$ cat config.mk
export PLATFORM = sky130hd
export DESIGN_NAME = pc_sequencer
export DESIGN_NICKNAME = d
export VERILOG_FILES = /design/src/rtl/pc_pkg.sv /design/src/rtl/redirect_arbiter.sv /design/src/rtl/pc_sequencer.sv
export SDC_FILE = /design/constraint.sdc
export NUM_CORES = 1
export LEC_CHECK = 0
export ABC_AREA = 1
export CORE_MARGIN = 3
export CORE_UTILIZATION = 25
export CTS_CLUSTER_SIZE = 25
export DETAILED_ROUTE_END_ITERATION = 7
export PLACE_DENSITY_LB_ADDON = 0.08
export SETUP_SLACK_MARGIN = 0.2
export SLEW_MARGIN = 20
export SYNTH_ARGS = -nofsm -noshare
export SYNTH_HDL_FRONTEND = slang
export SYNTH_HIERARCHICAL = 1
export SYNTH_SLANG_ARGS = --single-unit
$ cat constraint.sdc
create_clock -name clk -period 2.78 [get_ports clk]
set_clock_uncertainty 0.15 [all_clocks]
set_input_delay 0.556 -clock clk [delete_from_list [all_inputs] [get_ports clk]]
set_output_delay 0.556 -clock clk [all_outputs]
set_load 0.005 [all_outputs]
$ cat src/rtl/pc_pkg.sv
// Shared types and constants for the PC sequencer.
//   pc_state_e  : sequencer FSM states (BOOT, RUN, HALTED)
//   INSTR_BYTES : bytes per instruction
//   fetch_bytes : bytes per fetch group for a given fetch width
package pc_pkg;

  typedef enum logic [1:0] {
    BOOT   = 2'd0,
    RUN    = 2'd1,
    HALTED = 2'd2
  } pc_state_e;

  localparam int unsigned INSTR_BYTES = 4;

  // Address increment for one fetch group.
  function automatic int unsigned fetch_bytes(input int unsigned fetch_width);
    return INSTR_BYTES * fetch_width;
  endfunction

endpackage

$ cat src/rtl/redirect_arbiter.sv
// Fixed-priority redirect selector; source 0 has the highest priority.
//   redir_valid_i : per-source request
//   redir_pc_i    : per-source target, source k in [k*XLEN +: XLEN]
//   any_valid_o   : at least one source is requesting
//   sel_idx_o     : index of the winning source (0 when none)
//   sel_pc_o      : target of the winning source (0 when none)
module redirect_arbiter #(
  parameter int unsigned NUM_REDIR = 3,
  parameter int unsigned XLEN      = 32,
  localparam int unsigned IDX_W    = (NUM_REDIR > 1) ? $clog2(NUM_REDIR) : 1
) (
  input  logic [NUM_REDIR-1:0]      redir_valid_i,
  input  logic [NUM_REDIR*XLEN-1:0] redir_pc_i,
  output logic                      any_valid_o,
  output logic [IDX_W-1:0]          sel_idx_o,
  output logic [XLEN-1:0]           sel_pc_o
);

  // Walk from the lowest priority upward so the lowest asserted index wins.
  always_comb begin
    any_valid_o = 1'b0;
    sel_idx_o   = '0;
    sel_pc_o    = '0;
    for (int k = int'(NUM_REDIR) - 1; k >= 0; k--) begin
      if (redir_valid_i[k]) begin
        any_valid_o = 1'b1;
        sel_idx_o   = IDX_W'(k);
        sel_pc_o    = redir_pc_i[k*XLEN +: XLEN];
      end
    end
  end

endmodule

$ cat src/rtl/pc_sequencer.sv
// Fetch program-counter sequencer with prioritised redirects and epoch tagging.
//   clk, reset_n   : clock, asynchronous active-low reset
//   stall          : hold PC, drop fetch_valid
//   halt           : enter HALTED (sampled in RUN only)
//   redir_valid/pc : per-source redirect requests and targets
//   fetch_ready    : instruction memory accepts the current group
//   fetch_valid    : pc_out is a valid fetch request (combinational)
//   pc_out         : current fetch-group address
//   epoch          : redirect generation tag
//   redir_taken    : pulse, a redirect was applied on the last edge
//   misaligned_err : pulse, the applied target had non-zero bits [1:0]
module pc_sequencer
  import pc_pkg::*;
#(
  parameter int unsigned     XLEN         = 32,
  parameter logic [XLEN-1:0] RESET_VECTOR = XLEN'(32'h0000_0000),
  parameter int unsigned     FETCH_WIDTH  = 1,
  parameter int unsigned     NUM_REDIR    = 3,
  parameter int unsigned     EPOCH_W      = 2
) (
  input  logic                      clk,
  input  logic                      reset_n,
  input  logic                      stall,
  input  logic                      halt,
  input  logic [NUM_REDIR-1:0]      redir_valid,
  input  logic [NUM_REDIR*XLEN-1:0] redir_pc,
  input  logic                      fetch_ready,
  output logic                      fetch_valid,
  output logic [XLEN-1:0]           pc_out,
  output logic [EPOCH_W-1:0]        epoch,
  output logic                      redir_taken,
  output logic                      misaligned_err
);

  localparam int unsigned     IDX_W      = (NUM_REDIR > 1) ? $clog2(NUM_REDIR) : 1;
  localparam logic [XLEN-1:0] PC_STEP    = XLEN'(fetch_bytes(FETCH_WIDTH));
  localparam logic [XLEN-1:0] ALIGN_MASK = ~XLEN'(INSTR_BYTES - 1);

  pc_state_e          state_q, state_d;
  logic [XLEN-1:0]    pc_q, pc_d;
  logic [EPOCH_W-1:0] epoch_q, epoch_d;
  logic               redir_taken_q, redir_taken_d;
  logic               misaligned_q, misaligned_d;

  logic               any_valid;
  logic [IDX_W-1:0]   sel_idx;
  logic [XLEN-1:0]    sel_pc;
  logic [1:0]         sel_lsb;
  logic               fire_c;

  redirect_arbiter #(
    .NUM_REDIR (NUM_REDIR),
    .XLEN      (XLEN)
  ) u_arb (
    .redir_valid_i (redir_valid),
    .redir_pc_i    (redir_pc),
    .any_valid_o   (any_valid),
    .sel_idx_o     (sel_idx),
    .sel_pc_o      (sel_pc)
  );

  // Alignment bits of the winning source only; losing sources never flag.
  assign sel_lsb = redir_pc[int'(sel_idx)*XLEN +: 2];

  assign fetch_valid = (state_q == RUN) && !stall;
  assign fire_c      = fetch_valid && fetch_ready;

  // Next state: a redirect overrides everything, in every state.
  always_comb begin
    state_d       = state_q;
    pc_d          = pc_q;
    epoch_d       = epoch_q;
    redir_taken_d = 1'b0;
    misaligned_d  = 1'b0;
    if (any_valid) begin
      state_d       = RUN;
      pc_d          = sel_pc & ALIGN_MASK;
      epoch_d       = epoch_q + EPOCH_W'(1);
      redir_taken_d = 1'b1;
      misaligned_d  = |sel_lsb;
    end else begin
      case (state_q)
        BOOT: state_d = RUN;
        RUN: begin
          // Halt takes precedence over an accepted fetch; the PC is frozen.
          if (halt) begin
            state_d = HALTED;
          end else if (fire_c) begin
            pc_d = pc_q + PC_STEP;
          end
        end
        HALTED: state_d = HALTED;
        default: state_d = BOOT;
      endcase
    end
  end

  always_ff @(posedge clk or negedge reset_n) begin
    if (!reset_n) begin
      state_q       <= BOOT;
      pc_q          <= RESET_VECTOR;
      epoch_q       <= '0;
      redir_taken_q <= 1'b0;
      misaligned_q  <= 1'b0;
    end else begin
      state_q       <= state_d;
      pc_q          <= pc_d;
      epoch_q       <= epoch_d;
      redir_taken_q <= redir_taken_d;
      misaligned_q  <= misaligned_d;
    end
  end

  assign pc_out         = pc_q;
  assign epoch          = epoch_q;
  assign redir_taken    = redir_taken_q;
  assign misaligned_err = misaligned_q;

endmodule

== Yosys cells after proc, flatten, opt, wreduce, memory -nomap -nowiden ==
Index checks and enable logic that the tools add are counted.
Widths: inputs -> output; s select.
Word-level totals
  register bits after elaboration: 38
  input bits: 104
  output and inout bits: 37
Cells by class
  add/subtract/negate cells: 2
  equal/unequal tests: 4
  shifts and indexed selects: 1
  mux-type cells: 18
  reduce and logical (&&, ||, !) cells: 8
Operators by type and width (number)
  $mux 32: 7
  $shiftx 96x8->2: 1
  $add 32x3->32 const B: 1
  $mux 2: 5
  $pmux 2 s3: 1
  $mux 1: 5
  $reduce_bool 2->1: 2
  $ne 3x3->1 const B: 1
  $reduce_and 3->1: 1
  $add 2x1->2 const B: 1
  $eq 2x1->1 const B: 1
  $eq 2x2->1 const B: 1
  $logic_and 1x1->1: 2
  $logic_not 2->1: 1
  $ne 2x1->1 const B: 1
  $reduce_or 2->1: 1
  $logic_not 1->1: 1

== Logic depth before layout (Yosys ltp) ==
Gate-level depths: netlist of the first run.
  word-level depth: 7
  depth in mapped cells: 10
  mapped depth without buffers: 9

== Hierarchy ==
The synthesis of the first run kept the hierarchy.
By module, submodules not included
  pc_sequencer: instances 1, cells an instance 385, area an instance 2546.2 µm², seq. area each 900.9 µm²
  redirect_arbiter: instances 1, cells an instance 153, area an instance 780.7 µm², seq. area each 0.0 µm²

== Least setup slack after synthesis of the first run ==
No wires, ideal clock.
  path kind: input to register
  start: in redir_valid[0]
  end: reg pc_q[31], in the netlist pc_out[31]
  setup time: 0.065 ns
  arrival time: 1.695 ns
  required time: 2.565 ns
  setup slack: 0.870 ns
  cell stages on the path: 10
  cell sequence: buf_4 nor2_8 buf_8 nand2_1 inv_1 o21ai_4 buf_4 o21ai_0 inv_1 nand2_1
On the way
  cells in the longest elaborated chain, start to end: 3
  elaborated cells between the ends (all ways): 7
  classes of those cells: eq/ne (1); mux (3); reduce/logical (3)
Ends and longest elaborated chain
  start: declaration: RTL line pc_sequencer.sv:25  | input logic [NUM_REDIR-1:0] redir_valid,
  $mux 1 *: RTL line redirect_arbiter.sv:25  | if (redir_valid_i[k]) begin
  via any_valid: RTL line pc_sequencer.sv:45  | logic any_valid;
  $ne 2x1->1 (no source line) or $reduce_bool 2->1 (tied branches)
  $reduce_and 3->1 (no source line)
  end signal: assignment: RTL line pc_sequencer.sv:107  | pc_q <= pc_d;
  end: declaration: RTL line pc_sequencer.sv:40  | logic [XLEN-1:0] pc_q, pc_d;
The timed path passes the listed nets; every way through them passes the cells marked *.
A chain may end at the register's enable or synchronous reset.

== Worst setup path after layout of the first run ==
  start: in stall
  end: out fetch_valid
On the way
  cells in the longest elaborated chain, start to end: 2
Ends and longest elaborated chain
  start: declaration: RTL line pc_sequencer.sv:23  | input logic stall,
  $logic_not 1->1: RTL line pc_sequencer.sv:65  | assign fetch_valid = (state_q == RUN) && !stall;
  $logic_and 1x1->1: RTL line pc_sequencer.sv:65
  end: declaration: RTL line pc_sequencer.sv:28  | output logic fetch_valid,
Every way passes these cells.

==> flow_summary.ini, run 1 <==
[global_route]
maximum_number_of_pins_on_one_net_before_global_route_repair = 37
antenna_found_initial = 0
globalRouteMet2Util = 0.274
grt_pass1_vias = 3732
met1_usage = 0.244
globalRouteMet3Util = 0.0458
wire_length_of_the_first_global_routing_pass_um = 20000
grt.overflow.total = 0
global_route.peak_usage_layer = met2
grt.total_usage = 0.175

[detailed_routing]
drt_iter0_drc = 214
post_route_drc_violation_count = 0
drtPass1Iterations = 4
finalWirelength_um = 12600
routedWlPerCell_um = 15.2
routed-via-count = 3846
antenna_violating_nets_post_route = 0
routed_via_density = 4.63

[clock_tree]
numClockSinks = 36
cts.root.buffer_cell = clkbuf_16
tritoncts_clock_tree = yes
cts_resized = 0
clkTransAtPathRegs_ns = 0.06
clock_tree.htree_level_count = 2
cts-buffers-inserted = 5
post_cts.repair.setup_buffers = 0
cts-hold-fix-buffers = 0
clkLatencyLatePin_ns = 0.29
clockBufferDepth = 2

[synth]
synth_area_mm2 = 0.00329
synthesis.instances = 530
postSynthAreaPerCell_um2 = 6.21
synth-warning-count = 6

[setup_path]
critical_path_class = primary input to output pin
worst_setup_path_start_kind = primary input
path_max_fanout = 3
cp_data_arrival_time_ns = 1.78
required_ns = 2.07
kind_of_capture_point_of_the_worst_setup_path = output pin

[outcome]
result_of_the_run = finished, final reports clean

[pwr]
static-leakage-power_nw = 2.12
pwr_density_cell_mw_per_mm2 = 379
irDropWorstVdd_v = 0.000205
fin_total_pwr_mw = 1.85

[finish]
finalInstanceArea_mm2 = 0.00489
fraction_of_layout_cells_with_a_size_suffix_above_1 = 0.0593
final_nets = 765
flow.area_growth_from_synthesis_pct = 48.8
layoutNonFillerInstCount = 830
insertedDiodeCount = 0

[die]
dieArea_mm2 = 0.0146
effective_utilization_at_floorplan = 0.259
fp.dieW_um = 121
top_level_ports = 141
die_h_um = 121
std_cell_rows = 41
core_region_area_mm2 = 0.0127

[placement]
place_congestion = 0.851
placed_instances = 823
placement.io_buffers = 138
detailedPlacementHpwl_um = 9960
placed_instance_area_mm2 = 0.00476

[sta]
max_clock_freq_mhz = 403
timing.final.crit_period_ns = 2.48
setup_total_negative_slack_ns = 0
max_slew_margin = 0.398
setup_viol_count_final = 0
final_hold_viol_count = 0
timing.final.crit_share = 0.893
drv_slew = 0
unrepaired_setup_endpoints_after_global_routing = no
timing_worst_slew_pin_value_ns = 0.903

[job]
max_cap_violations = 0

[worst_hold_path]
worstHoldPathType = primary input to asynchronous set/reset pin
-- critical path: stages --
cell and delay, ns:
clkdlybuf4s50_1 0.40, inv_1 0.06, nand2_1 0.14, inv_1 0.11, clkdlybuf4s50_1 0.51
-- layer usage --
metal  vias up  wire length, µm  part of all wire
li1       1966                -                 -
met1      1768             5850              0.46
met2       107             5720              0.45
met3         5              969             0.077
met4         0               82            0.0065
met5         -                0                 0
-- final timing paths --
kind                                     to  cells after the start       start  slack (ns)
min in group clk                   epoch[1]                      1    epoch[1]        0.33
worst max register to register    pc_out[6]                      8  state_q[1]        0.71
worst min register to register     epoch[1]                      1    epoch[1]        0.33
worst max-delay path            fetch_valid                      5       stall        0.30
worst min-delay path              pc_out[8]                      1     reset_n        0.25
max in group asynchronous        pc_out[23]                      1     reset_n        1.67
-- final cells by class --
type,instances,area (µm²)
Fill cell,1408,7830
Multi-Input combinational cell,418,2010
Timing Repair Buffer,148,1450
Sequential cell,36,901
Tap cell,172,215
Inverter,49,184
Clock buffer,6,129
Clock inverter,1,5.00
-- placed cells by master, fill, tap and decap left out, types with 2 or more instances in the layout --
master and count:
inv_2 2, nand2_4 2, inv_1 47, ha_1 3, dfrtp_1 36, conb_1 2
xor2_1 4, xnor2_1 2, nor2_1 41, o21ai_0 16, nor2_4 7, nand2_2 4
o211ai_1 3, and2_1 2, a21oi_1 4, clkbuf_16 5, o21bai_1 7, nand3_1 139
nor2_2 4, nand2_1 167, nor4_1 2, clkdlybuf4s50_1 137, buf_4 10
-- metrics by stage --
stage / utilization / hold WS (ns) / setup WS [ns]
global route: 0.385 / 0.329 / 0.217
CTS: 0.385 / 0.285 / 0.279
floorplan: - / 0.110 / 0.893
detailed placement: 0.374 / 0.313 / 0.250
finish: 0.385 / 0.255 / 0.298
global placement: 0.374 / 0.320 / 0.268
-- flip-flops by register name (all words and copies together), names as in the netlist --
name,cells
pc_out,30
epoch,2
state_q,2
misaligned_err,1
redir_taken,1
-- power breakdown --
| group | switching (mW) | total, mW | internal [mW] |
|---|---|---|---|
| Clock | 0.229 | 0.555 | 0.326 |
| Combinational | 0.268 | 0.615 | 0.347 |
| Sequential | 0.0938 | 0.684 | 0.590 |
Note: power is estimated with default switching activity, not from simulation.
==> run 2: changes to the inputs <==
- GPL_ROUTABILITY_DRIVEN: unset -> 0
==> results of run 2 <==
The final DEF is identical to that of run 1; final timing and power are the same.
==> run 3: changes to the inputs <==
- clock period: 2.78 -> 2.1 ns (I/O delays scaled with it)
==> flow_summary.ini, run 3 (same netlist as run 1, synthesis figures left out) <==
[sta]
timing.final.crit_share = 0.892
setup_viol_count_final = 0
final_hold_viol_count = 0
max_clock_freq_mhz = 534
unrepaired_setup_endpoints_after_global_routing = yes
timing_worst_slew_pin_value_ns = 0.505
drv_slew = 0
max_slew_margin = 0.663
hold-worst-slack_ns = 0.346
setup_total_negative_slack_ns = 0
timing.final.crit_period_ns = 1.87
layout_setup_ws_ns = 0.226

[clock_tree]
cts-buffers-inserted = 5
clkTransAtPathRegs_ns = 0.06
clkLatencyLatePin_ns = 0.29
cts.root.buffer_cell = clkbuf_16
numClockSinks = 36
tritoncts_clock_tree = yes
clock_tree.htree_level_count = 2
clockBufferDepth = 2

[detailed_routing]
routed_via_density = 4.72
post_route_drc_violation_count = 0
antenna_violating_nets_post_route = 0
routedWlPerCell_um = 15.3
drtPass1Iterations = 5
drt_iter0_drc = 251
finalWirelength_um = 12900
routed-via-count = 3990

[finish]
regArea_um2 = 911
final_nets = 780
insertedDiodeCount = 0
num-fill-cells = 1406
largest_reg_flops = 30
multi_input_comb_area_mm2 = 0.00203
flow.area_growth_from_synthesis_pct = 54.8
fraction_of_layout_cells_with_a_size_suffix_above_1 = 0.0981
layout_commonest_cell = nand2_1
final_cell_mix = nand2_1, nand3_1, clkdlybuf4s50_1, inv_1, nor2_1

[die]
effective_utilization_at_floorplan = 0.259
std_cell_rows = 41
core_region_area_mm2 = 0.0127
die_h_um = 121
top_level_ports = 141
dieArea_mm2 = 0.0146
fp.dieW_um = 121

[outcome]
result_of_the_run = finished, final reports clean

[setup_path]
timing.critical_path.cells = clkdlybuf4s50_1
crit-reg2reg-capture = pc_out[24]
critical_path_class = flop to output pin
required_ns = 1.53
kind_of_capture_point_of_the_worst_setup_path = output pin
worst-path-buf-inv = 1
ff2ff_setup_slack_ns = 0.27
cp_data_arrival_time_ns = 1.30
path_max_fanout = 6
cpLargestDelayFamily = buffers and inverters
critPathMaxStageDelay_ns = 0.55
worst_setup_path_start_kind = flop
worst_r2r_path_depth = 10
worst_r2r_startpoint = state_q[1]
cpMaxStageDelayCell = clkdlybuf4s50_1

[worst_hold_path]
worstHoldPathType = flop to flop
min_to = epoch[1]
hold_path.startpoint = epoch[1]
whs_path_depth = 1

[placement]
placement.io_buffers = 138
post-place-ws_ns = -0.153
detailedPlacementHpwl_um = 10500

[global_route]
antenna_found_initial = 0
maximum_number_of_pins_on_one_net_before_global_route_repair = 31
grt.total_usage = 0.176
wire_length_of_the_first_global_routing_pass_um = 20200
grt_pass1_vias = 3747
grt.overflow.total = 0

[job]
max_cap_violations = 0

[pwr]
pwr_density_cell_mw_per_mm2 = 489
irDropWorstVdd_v = 0.000278
static-leakage-power_nw = 2.21
## run 3: worst max-delay path by stage
stage	cells past startpoint	end	startpoint
floorplan	10	pc_out[31]	redir_valid[0]
global placement	9	pc_out[24]	redir_valid[0]
detailed placement	8	pc_out[28]	redir_valid[0]
CTS	5	fetch_valid	stall
global route	1	pc_out[19]	pc_out[19]
finish	1	pc_out[19]	pc_out[19]
## run 3: what timing repair did
item / in CTS / in global routing
endpoints found under the setup margin: 11 / 17
buffers inserted: 0 / 0
gates cloned: 0 / 0
endpoints found under the hold margin: 15 / 0
hold buffers: 1 / 0
gates resized for setup: 8 / 11
## run 3: area by class of cell
type	instances	share of cell area
clock buffers	6	0.0253
clock inverters	1	0.000983
flip-flops and latches	36	0.179
well taps	172	0.0423
inverters	49	0.0361
repair buffers	163	0.319
multi-input cells	418	0.398
## run 3: routing by layer
metal,vias to the layer above,track usage,part of all wire
met2,156,0.258,0.43
met1,1823,0.258,0.48
met4,0,0.0460,0.016
li1,1998,-,-
met3,13,0.0430,0.081
met5,-,0,0
## run 3: power breakdown
part | switching, mW | internal [mW]
combinational | 0.362 | 0.480
clock | 0.300 | 0.432
sequential | 0.131 | 0.785
total | 0.792 | 1.70
## run 3: stage by stage
| stage | utilization | power [mW] | std cells | area, µm² |
|---|---|---|---|---|
| after floorplan | - | 1.24 | 531 | 3290 |
| after global placement | 0.386 | 1.76 | 837 | 4910 |
| after detailed placement | 0.386 | 1.76 | 837 | 4910 |
| after CTS | 0.399 | 2.51 | 845 | 5070 |
| after global routing | 0.400 | 2.64 | 845 | 5090 |
| final | 0.400 | 2.49 | 845 | 5090 |
==> variant 1, RTL diff (settings of run 3) <==
`EPOCH_W`: 2 -> 4.
--- a/src/rtl/pc_sequencer.sv
+++ b/src/rtl/pc_sequencer.sv
@@ -18,3 +18,3 @@
   parameter int unsigned     NUM_REDIR    = 3,
-  parameter int unsigned     EPOCH_W      = 2
+  parameter int unsigned     EPOCH_W      = 4
 ) (
Interface: changed (resized epoch); port bits go from 141 to 143. The function was not compared with the original's and may differ.
==> variant 1 against run 3 <==
Area after synthesis rose by 3.8%. Routed wire length down 0.21%. Worst setup slack improved by 0.020 ns. Critical endpoint is now pc_out[2]. Global-route usage down 0.37 points. Total power is 7.6% higher. Non-clock buffer count is 13 higher. Synthesized cell count increased by 3.6%. Sequential cell count is 2 higher. Final area is 5.4% higher. Combinational power increased by 13%. Die area is 3.6% higher.
==> variant 1: results (changes against run 3) <==
stage,metric,value,unit,change
worst_setup_path,crit path to,pc_out[2],,
global_routing,Global Route met2 Usage,0.254,,-0.00497
clock_network,PostCTS Resize Cnt,7,,-1
placement,Post-Place Cell Area,5160,sq um,+4.9%
worst_setup_path,arrival time at the worst endpoint,1.28,ns,-0.02 ns
clock_network,clock root cell,clkbuf_16,,
global_routing,GRT met3 Usage,0.0355,,-0.00755
worst_setup_path,reg2reg end,pc_out[14],,
worst_setup_path,flop2flop setup slack,0.33,ns,+0.06 ns
worst_setup_path,critical path launch point,pc_out[2],,
global_routing,first-pass GRT wire length,20300,microns,+0.52%
layout,layout cells sized above 1,0.121,,+0.0225
clock_network,total setup buffers inserted after CTS,1,,+1
placement,hpwl dp,10500,microns,+0.32%
worst_setup_path,Reg2Reg Depth,8,,-2
global_routing,GRT met1 Usage,0.258,,+0.000612
placement,Buffers on Ports,140,,+1.4%
global_routing,GRT Util Overall,0.173,,-0.00370
pwr,Flop+latch power,995,uW,+8.7%
worst_setup_path,crit-path leading delay family,buffers and inverters,,
worst_setup_path,delay of the slowest critical-path stage,0.51,ns,-0.04 ns
global_routing,vias in the first global route,3864,,+3.1%
pwr,switch share,0.318,,-0.000324
pwr,Int Pwr,1830,uW,+7.6%
clock_network,CTS Buf Count,5,,unchanged
status,status,completed,,
drt,drt via density,4.57,,-3.2%
synthesis,Mapped Avg Cell Area,6.22,sq um,+0.17%
drt,via count,4027,,+0.93%
layout,fin nets,813,,+4.2%
drt,initial DRC count,269,,+7.2%
drt,1st-pass router iterations,5,,unchanged
global_routing,largest net degree at the start of global routing,39,,+26%
pwr,maximum vdd ir drop,0.240,mV,-13%
drt,"wirelength, routed",12900,microns,-0.21%
pwr,leakage,0.00232,uW,+5.2%
worst_hold_path,hold path depth,1,,unchanged
worst_setup_path,worst r2r src,pc_out[3],,
sta,final hold vios,0,,unchanged
worst_setup_path,CP Max Fanout,5,,-1
pwr,combinational cell fraction of total power,0.355,,+0.017
layout,max reg flops,30,,unchanged
placement,Cells after DPL,871,,+4.1%
variant 1: cell types whose count changed in the layout (fill, tap and decap cells not counted), moves of 3 or more:
cell,delta
buf_4,+8
dfrtp_2,+3
inv_1,+4
nand3_1,+6
nand4_1,+3
nor2_1,+3
variant 1: area by class of cell:
type                            instances  area (sq um)
Timing Repair Buffer                  176          1760
Clock buffer                            5           125
Sequential cell                        38           965
Inverter                               55           206
Tap cell                              176           220
Multi-Input combinational cell        429          2080
Fill cell                            1377          7930
Clock inverter                          2          10.0
variant 1: worst reg2reg max path, stage by stage (launching register included):
cell	delay [ns]
dfrtp_2	0.41
ha_1	0.20
nand2_1	0.11
nor2_2	0.15
nand2_2	0.13
nor2_2	0.18
nand2_1	0.07
nand3_1	0.15
nand3_1	0.09
variant 1: metal layers:
metal  vias to the layer above  routed length [microns]  part of all wire
met5                         -                        0                 0
met4                         0                      136             0.011
met3                        10                      856             0.066
met2                       139                     5540              0.43
met1                      1781                     6390              0.49
li1                       2097                        -                 -
variant 1: through the flow:
stage | worst slack [ns] | TNS [ns] | hold slack [ns]
2_1_floorplan | 0.293 | 0 | -0.0256
3_3_place_gp | -0.135 | -0.965 | 0.266
3_5_place_dp | -0.168 | -1.75 | 0.265
4_1_cts | 0.200 | 0 | 0.331
5_1_grt | 0.195 | 0 | 0.387
6_report | 0.247 | 0 | 0.325
variant 1: how the worst min path moves through the flow:
stage / startpoint / to / slack (ns)
after global routing: epoch[3] / epoch[3] / 0.39
after detailed placement: reset_n / state_q[1] / 0.26
after global placement: reset_n / state_q[1] / 0.27
after floorplan: reset_n / epoch[0] / -0.03
final: epoch[3] / epoch[3] / 0.32
after CTS: epoch[3] / epoch[3] / 0.33
==> variant 2, RTL diff (settings of run 3) <==
Made on the original files. Register the output `misaligned_err` once more, without a reset; this adds one clock of latency there. The other outputs are not delayed to match.
--- a/src/rtl/pc_sequencer.sv
+++ b/src/rtl/pc_sequencer.sv
@@ -116,3 +116,5 @@
   assign redir_taken    = redir_taken_q;
-  assign misaligned_err = misaligned_q;
+  always_ff @(posedge clk) begin
+    misaligned_err <= misaligned_q;
+  end
 
Check against the original RTL: not equivalent (a bounded check fails within 4 cycles, from zero or initial values and one cycle with reset_n low).
==> variant 2 against run 3 <==
Clock power rose by 24%. Total power is 7.7% higher. Area after synthesis grew 0.61%. Non-clock buffer count down 4. Via count shrank 3.3%. Hold slack got worse by 0.15 ns. Final area up 1.5%. Sequential cell count up 1. Routed wire length decreased by 1.5%. Largest cell class unchanged. Worst setup slack improved by 0.019 ns. Critical path depth unchanged. Count of clock-buffer cells in the layout up 1.
==> variant 2: results (changes against run 3) <==
stage,metric,value,unit,change
placement,hpwl dp,10200,microns,-2.4%
worst_setup_path,Reg2Reg Depth,8,,-2
placement,Post-Place Cell Area,4930,sq um,+0.31%
drt,1st-pass router iterations,4,,-1
global_routing,GRT met1 Usage,0.251,,-0.00666
drt,drt via density,4.57,,-3.1%
layout,post-route insts no fill,844,,-0.12%
layout,layout cells sized above 1,0.0938,,-0.00432
pwr,leakage,0.00223,uW,+0.92%
global_routing,largest net degree at the start of global routing,33,,+6.5%
pwr,maximum vdd ir drop,0.260,mV,-6.3%
synthesis,Syn Inst Count,531,,+0.19%
drt,wl on met1,6260,microns,+1.8%
pwr,P_comb,850,uW,+1%
clock_network,PostCTS Resize Cnt,7,,-1
layout,fin nets,778,,-0.26%
status,status,completed,,
sta,Peak Freq,539,MHz,+1.0%
die,Initial Utilization,0.259,,+0.000529
pwr,Overall Power,2680,uW,+7.7%
worst_setup_path,reg2reg end,pc_out[14],,
placement,Cells after DPL,834,,-0.36%
drt,"wirelength, routed",12800,microns,-1.5%
pwr,Clk pwr share,0.338,,+0.044
worst_setup_path,flop2flop setup slack,0.33,ns,+0.06 ns
global_routing,first-pass GRT wire length,20200,microns,+0.17%
drt,initial DRC count,173,,-31%
global_routing,vias in the first global route,3775,,+0.75%
drt,met3 WL post-DR,887,microns,-16%
placement,Place WS,-0.110,ns,+0.0429 ns
-- variant 2: layout make-up --
| class | count | share of cell area |
|---|---|---|
| Sequential cell | 37 | 0.180 |
| Multi-Input combinational cell | 418 | 0.392 |
| Clock buffer | 7 | 0.0276 |
| Clock inverter | 1 | 0.00581 |
| Tap cell | 172 | 0.0417 |
| Timing Repair Buffer | 159 | 0.316 |
| Inverter | 49 | 0.0363 |
| Timing Repair inverter | 1 | 0.00145 |
-- variant 2: worst min-delay path by stage --
stage | start | endpoint | slack (ns) | depth (start not counted)
finish | misaligned_q | misaligned_err | 0.19 | 0
global route | misaligned_q | misaligned_err | 0.21 | 0
CTS | misaligned_q | misaligned_err | 0.20 | 0
detailed placement | misaligned_q | misaligned_err | 0.18 | 0
global placement | misaligned_q | misaligned_err | 0.18 | 0
floorplan | reset_n | epoch[0] | -0.03 | 0
